<file path="config.mk">
export PLATFORM = sky130hd
export DESIGN_NAME = insn_fetch_sequencer
export DESIGN_NICKNAME = d
export VERILOG_FILES = /design/src/rtl/insn_fetch_sequencer.sv
export SDC_FILE = /design/constraint.sdc
export NUM_CORES = 1
export LEC_CHECK = 0
export ABC_AREA = 0
export CAP_MARGIN = 20
export CORE_MARGIN = 2
export CORE_UTILIZATION = 34
export DETAILED_ROUTE_END_ITERATION = 10
export PLACE_DENSITY = 0.71
export SLEW_MARGIN = 20
export SYNTH_ARGS = -nofsm -noshare
export SYNTH_HDL_FRONTEND = slang
export SYNTH_SLANG_ARGS = --single-unit
</file>
<file path="constraint.sdc">
create_clock -name CLK -period 4.53 [get_ports CLK]
set_input_delay 0.906 -clock CLK [delete_from_list [all_inputs] [get_ports CLK]]
set_output_delay 0.906 -clock CLK [all_outputs]
set_load 0.01 [all_outputs]
</file>
<file path="src/rtl/insn_fetch_sequencer.sv">
// Instruction fetch/decode/execute/writeback sequencer. Issues one fetch per
// instruction, waits for the memory acknowledge with a bounded timeout, classifies
// the opcode into a one-hot code and strobes the execute and writeback phases.
// Illegal opcodes and fetch timeouts park the block in an absorbing trap state.
module insn_fetch_sequencer #(
    parameter logic [31:0] RESET_PC    = 32'h0000_0000,
    parameter int unsigned ACK_TIMEOUT = 15
) (
    input  logic        CLK,
    input  logic        RST,
    output logic        mem_req,
    output logic [31:0] mem_addr,
    input  logic        mem_ack,
    input  logic [31:0] mem_rdata,
    input  logic [31:0] pc_next,
    output logic [31:0] INSN,
    output logic [9:0]  Code,
    output logic [31:0] pc,
    output logic        exec_en,
    output logic        wb_en,
    output logic        trap,
    output logic [1:0]  trap_cause
);

    typedef enum logic [2:0] {
        StFetch,
        StWait,
        StDecode,
        StExec,
        StWb,
        StTrap
    } state_e;

    localparam logic [31:0] InsnNop    = 32'h0000_0013;
    localparam logic [9:0]  CodeIalu   = 10'h080;
    localparam logic [9:0]  CodeIllg   = 10'h200;
    // Counter value seen in the last WAIT cycle that may still accept an ack.
    localparam logic [3:0]  TimeoutLast = 4'(ACK_TIMEOUT - 1);

    state_e      state_q, state_d;
    logic [31:0] pc_q, pc_d;
    logic [31:0] insn_q, insn_d;
    logic [9:0]  code_q, code_d;
    logic [3:0]  cnt_q, cnt_d;
    logic        trap_q, trap_d;
    logic [1:0]  cause_q, cause_d;
    logic [9:0]  code_dec;

    // Opcode classification of the latched instruction.
    always_comb begin
        code_dec = CodeIllg;
        case (insn_q[6:0])
            7'b1101111: code_dec = 10'h001;
            7'b1100111: code_dec = 10'h002;
            7'b0110111: code_dec = 10'h004;
            7'b0010111: code_dec = 10'h008;
            7'b1100011: code_dec = 10'h010;
            7'b0110011: code_dec = 10'h020;
            7'b0100011: code_dec = 10'h040;
            7'b0010011: code_dec = 10'h080;
            7'b0000011: code_dec = 10'h100;
            default:    code_dec = CodeIllg;
        endcase
    end

    // Next-state and datapath updates for the sequencer.
    always_comb begin
        state_d = state_q;
        pc_d    = pc_q;
        insn_d  = insn_q;
        code_d  = code_q;
        cnt_d   = cnt_q;
        trap_d  = trap_q;
        cause_d = cause_q;
        case (state_q)
            StFetch: state_d = StWait;
            StWait: begin
                // An ack in the final allowed cycle wins over the timeout.
                if (mem_ack) begin
                    insn_d  = mem_rdata;
                    cnt_d   = 4'd0;
                    state_d = StDecode;
                end else if (cnt_q == TimeoutLast) begin
                    cnt_d   = cnt_q + 4'd1;
                    trap_d  = 1'b1;
                    cause_d = 2'b10;
                    state_d = StTrap;
                end else begin
                    cnt_d = cnt_q + 4'd1;
                end
            end
            StDecode: begin
                code_d = code_dec;
                if (code_dec[9]) begin
                    trap_d  = 1'b1;
                    cause_d = 2'b01;
                    state_d = StTrap;
                end else begin
                    state_d = StExec;
                end
            end
            StExec: state_d = StWb;
            StWb: begin
                pc_d    = pc_next;
                state_d = StFetch;
            end
            StTrap: state_d = StTrap;
            default: state_d = StTrap;
        endcase
    end

    // State register with synchronous reset.
    always_ff @(posedge CLK) begin
        if (RST) begin
            state_q <= StFetch;
            pc_q    <= RESET_PC;
            insn_q  <= InsnNop;
            code_q  <= CodeIalu;
            cnt_q   <= 4'd0;
            trap_q  <= 1'b0;
            cause_q <= 2'b00;
        end else begin
            state_q <= state_d;
            pc_q    <= pc_d;
            insn_q  <= insn_d;
            code_q  <= code_d;
            cnt_q   <= cnt_d;
            trap_q  <= trap_d;
            cause_q <= cause_d;
        end
    end

    // Phase strobes decoded from the state; the request is held off while in reset.
    always_comb begin
        mem_req    = ((state_q == StFetch) || (state_q == StWait)) && !RST;
        exec_en    = (state_q == StExec);
        wb_en      = (state_q == StWb);
        mem_addr   = pc_q;
        pc         = pc_q;
        INSN       = insn_q;
        Code       = code_q;
        trap       = trap_q;
        trap_cause = cause_q;
    end

endmodule

</file>
After elaboration in Yosys (flattened, before gate mapping)

Index checks and enable logic that the tools add are counted.

Register bits: 84
Input port bits: 67
Output and inout bits: 112
Word-level logic and storage cells: 47

$add $sub $neg: 1
Eq/ne operators: 18
Multiplexer cells: 14
Reductions and logical operators: 7

Operators by type and width:

| kind                  | number |
|---|---|
| $pmux W10 S9          | 1 |
| $eq A7 B6 Y1 const B  | 3 |
| $eq A7 B7 Y1 const B  | 3 |
| $pmux W3 S5           | 1 |
| $eq A7 B5 Y1 const B  | 2 |
| $mux W3               | 3 |
| $eq A7 B2 Y1 const B  | 1 |
| $eq A3 B2 Y1 const B  | 2 |
| $mux W2               | 3 |
| $ne A2 B2 Y1 const B  | 3 |
| $add A4 B1 Y4 const B | 1 |
| $eq A4 B4 Y1 const B  | 1 |
| $mux W4               | 1 |
| $pmux W2 S2           | 1 |
| $reduce_and A4 Y1     | 1 |
| $eq A3 B1 Y1 const B  | 1 |
| $eq A3 B3 Y1 const B  | 1 |
| $logic_not A3 Y1      | 1 |
| $mux W1               | 3 |
| $ne A3 B3 Y1 const B  | 1 |
| $pmux W1 S2           | 1 |
| $reduce_and A2 Y1     | 1 |
| $reduce_bool A2 Y1    | 1 |
| $logic_and A1 B1 Y1   | 1 |
| other kinds (2)       | 2 |

Depth between registers and ports, before layout

Depth in word-level cells: 4
Depth in mapped cells: 7
Depth with buffers taken out: 6

Worst setup path after synthesis

OpenSTA, ideal clock, no wires.

Path kind: input -> output
Start point: input port RST
End point: output port mem_req
Arrival time: 1.340 ns
Required time: 3.624 ns
Slack: 2.284 ns
Stages on the path: 2
Path buffers: 1
Cells stage by stage: clkbuf_1 -> nor3_1

Cells in the longest elaborated chain, start to end: 2

RTL lines:

| what                | line | text |
|---|---|---|
| from (decl)         | 10   | `input logic RST,` |
| $logic_not A1 Y1    | 135  | `mem_req = ((state_q == StFetch) \|\| (state_q == StWait)) && !RST;` |
| $logic_and A1 B1 Y1 | 135  |  |
| to (decl)           | 11   | `output logic mem_req,` |

Every way passes these cells.

Worst setup path in the final report

Start point: register state_q[1]
End point: output port wb_en

Cells in the longest elaborated chain, start to end: 1

RTL lines:

| what                   | line | text |
|---|---|---|
| from (decl)            | 40   | `state_e state_q, state_d;` |
| from (signal assigned) | 115  | `state_q <= StFetch;` |
| from (signal assigned) | 123  | `state_q <= state_d;` |
| $eq A3 B3 Y1           | 137  | `wb_en = (state_q == StWb);` |
| to (decl)              | 20   | `output logic wb_en,` |

Every way passes these cells.

==> results.sh <==
export IMPL_outcome="finished clean"
export IMPL_htree_levels=3
export IMPL_drive_gt1_share_pct=4.29
export IMPL_fillerInstances=936
export IMPL_crit_type="reg -> out"
export IMPL_drt_wl_total_um=8990
export IMPL_critPathMaxStageDelay_ns=0.50
export IMPL_via_per_inst=4.64
export IMPL_cts_root_buf="clkbuf_8"
export IMPL_rr_startpoint="state_q[1]"
export IMPL_synth_area_per_cell_sq_um=7.90
export IMPL_max_cap_violations=0
export IMPL_grt_pass1_vias=2871
export IMPL_cp_end_kind="output pin"
export IMPL_fmax_mhz=348
export IMPL_place_congestion=0.767
export IMPL_yosys_warnings=0
export IMPL_fin_util_pct=53.8
export IMPL_hpwlAfterDp_um=6530
export IMPL_drv_slew=0
export IMPL_clock_latency_ns=0.34
export IMPL_clockBufferDepth=2
export IMPL_io_pins=179
export IMPL_yosysUniqueCellTypes=35
export IMPL_grt_max_degree=84
export IMPL_syn2layout_area_growth_pct=55.1
export IMPL_cts_setup_buffers=0
export IMPL_clk_pin_slew_ns=0.09
export IMPL_worst_path_stages=5
export IMPL_synth_area_leaders="dfxtp_1 (50%), nand2_1 (16%), a21oi_1 (11%)"
export IMPL_tightest_slew_ns=0.848
export IMPL_cts_resized=0
export IMPL_wire_per_inst_um=13.0
export IMPL_first_pass_iters=4
export IMPL_worstPathRequired_ns=3.62
export IMPL_hold_class="reg -> reg"
export IMPL_cts_hold_buffers=0
export IMPL_antennaDiodeCount=0
export IMPL_syn_nets=492
export IMPL_rows=36
export IMPL_slowest_stage="clkdlybuf4s50_1"
export IMPL_relSlewSlack_pct=43.5
export IMPL_finalCriticalPeriod_ns=2.88
export IMPL_grt_pass1_wl_um=13900
export IMPL_drc_errors=0
export IMPL_reg2reg_slack_ns=2.67
export IMPL_worstPathCellList="nor2_1 -> nand2_1 -> buf_4 -> clkinv_1 -> clkdlybuf4s50_1"
export IMPL_cp_top_family="buffers and inverters"
export IMPL_cp_max_fo=33
export IMPL_antenna_found_initial=0
export IMPL_vias=3214
export IMPL_layout_cells_non_filler=693
export IMPL_io_buffers=178
export IMPL_power_density_nw_per_um2=300
export IMPL_leakagePower_nw=1.77
export IMPL_die_w_um=103
export IMPL_cts_buffers=9
export IMPL_start_kind="register"
export IMPL_syn_instance_count=423
export IMPL_clock_skew_ns=0.00939
export IMPL_synth_top_area_share_pct=50.3
export IMPL_dieArea_sq_um=10600
export IMPL_gr_usage_all_layers_pct=16.7
export IMPL_crit_end="wb_en"
export IMPL_hold_violations=0
export IMPL_die_y_um=103
export IMPL_post_route_period_util_pct=63.5
export IMPL_tns_ns=0
export IMPL_ant_nets=0
export IMPL_pre_cts_ws_ns=1.62
export IMPL_crit_buf_inv=3
export IMPL_ff2ff_path_depth=3
export IMPL_irDropWorstVdd_mv=0.175
export IMPL_yosysSeqAreaShare_pct=50.3
export IMPL_ys_ff_latch=84
export IMPL_synthesis_area_sq_um=3340
export IMPL_crit_start="state_q[1]"
export IMPL_synth_largest_area_cell="dfxtp_1"
export IMPL_rsz0062_at_grt="false"
export IMPL_worstPathArrival_ns=1.97
export IMPL_setup_viol=0
export IMPL_core_sq_um=9640
export IMPL_gr_total_overflow=0
export IMPL_timing_final_ws_setup_ns=1.65
export IMPL_clock_sinks=84
export IMPL_dp_cells=677
export IMPL_start_util_pct=34.7
export IMPL_cts_tree="yes"
export IMPL_rr_endpoint="Code[0]"
export IMPL_final_nets=624
export IMPL_drt_iter0_markers=132
-- kinds of logic after synthesis --
| logic type | synth area share (%) |
|---|---|
| AO/OA/AOI/OAI | 14.1 |
| adder cells (fa/ha/maj) | 0.748 |
| buffers and inverters | 10.8 |
| flip-flops | 50.3 |
| AND/OR/NAND/NOR | 24.0 |
-- worst min-delay path, stage by stage, from the launching register on --
cell     delay (ns)
dfxtp_1        0.32
nand2_1        0.05
a21oi_1        0.05
-- report_power, final --
part / total [mW] / switching, mW / internal, mW
sequential: 0.778 / 0.0193 / 0.759
clock: 0.590 / 0.262 / 0.328
combinational: 0.189 / 0.0804 / 0.108
-- layout make-up --
type	count	area, sq um	share of cell area [%]
Timing Repair Buffer	181	1800	34.7
Sequential cell	84	1680	32.4
Multi-Input combinational cell	277	1300	25.1
Tap cell	133	166	3.21
Clock buffer	11	141	2.73
Clock inverter	5	85.1	1.64
Inverter	2	7.51	0.145
-- metal layers --
| layer | share of wire (%) | track usage (%) | wire length, um | vias up |
|---|---|---|---|---|
| met5 | 0 | 0 | 0 | - |
| met4 | 1.3 | 6.38 | 113 | 0 |
| met3 | 10 | 6.17 | 935 | 10 |
| met2 | 48 | 28.1 | 4290 | 127 |
| met1 | 41 | 19.2 | 3650 | 1455 |
| li1 | - | - | - | 1622 |
-- registers in the layout, indices dropped and copies added (netlist names) --
| name | count |
|---|---|
| trap_cause | 2 |
| INSN | 32 |
| trap | 1 |
| cnt_q | 4 |
| state_q | 3 |
| mem_addr | 32 |
| Code | 10 |
-- worst min path at each step --
stage | from | endpoint | slack (ns) | depth (start not counted)
global placement | INSN[15] | INSN[15] | 0.44 | 2
floorplan | cnt_q[3] | cnt_q[3] | 0.46 | 2
CTS | Code[0] | Code[0] | 0.46 | 2
detailed placement | Code[0] | Code[0] | 0.45 | 2
global route | Code[0] | Code[0] | 0.47 | 2
finish | Code[0] | Code[0] | 0.46 | 2
-- cell usage in the layout, fill, tap and decap left out, types with 3 or more instances in the layout --
cell type        synthesis  final
nor3_1                   5      5
nor3b_1                  4      4
clkbuf_8                 0     10
nor2_1                  14     14
nand3b_1                 4      4
clkdlybuf4s50_1          0    177
o21ai_0                  6      6
nand3_1                  3      3
nand2_1                143    142
a21oi_1                 71     71
dfxtp_1                 84     84
buf_4                   32      3
-- through the flow --
step | cell area [sq um] | hold WS (ns) | power (mW)
after floorplan | 3340 | 0.458 | 0.873
after global placement | 4950 | 0.441 | 0.983
after detailed placement | 4950 | 0.445 | 0.986
after CTS | 5180 | 0.459 | 1.58
after global routing | 5180 | 0.473 | 1.63
final | 5180 | 0.456 | 1.56
-- synthesized netlist by cell type --
| master | n |
|---|---|
| buf_4 | 32 |
| o31ai_1 | 2 |
| and2_1 | 1 |
| a211o_1 | 1 |
| and3b_2 | 1 |
| nand4_1 | 1 |
| clkinv_1 | 1 |
| nor3_1 | 5 |
| nand3_1 | 3 |
| ha_1 | 2 |
| a31oi_1 | 1 |
| nand2b_1 | 1 |
| a211oi_1 | 2 |
| and3_1 | 1 |
| a21oi_1 | 71 |
| nand4b_1 | 2 |
| clkbuf_1 | 21 |
| nand2_1 | 143 |
| or3b_1 | 2 |
| nor2_1 | 14 |
| buf_2 | 7 |
| inv_1 | 1 |
| o41ai_1 | 1 |
| o21ai_0 | 6 |
| nor4b_1 | 1 |
| a221oi_1 | 1 |
| nor2b_1 | 1 |
| dfxtp_1 | 84 |
| a22oi_1 | 1 |
| nand3b_1 | 4 |
| o31a_1 | 1 |
| nor3b_1 | 4 |
| or4_1 | 2 |
| nor3b_2 | 1 |
| a31o_2 | 1 |
No activity file was read; power rests on OpenSTA's default activity.
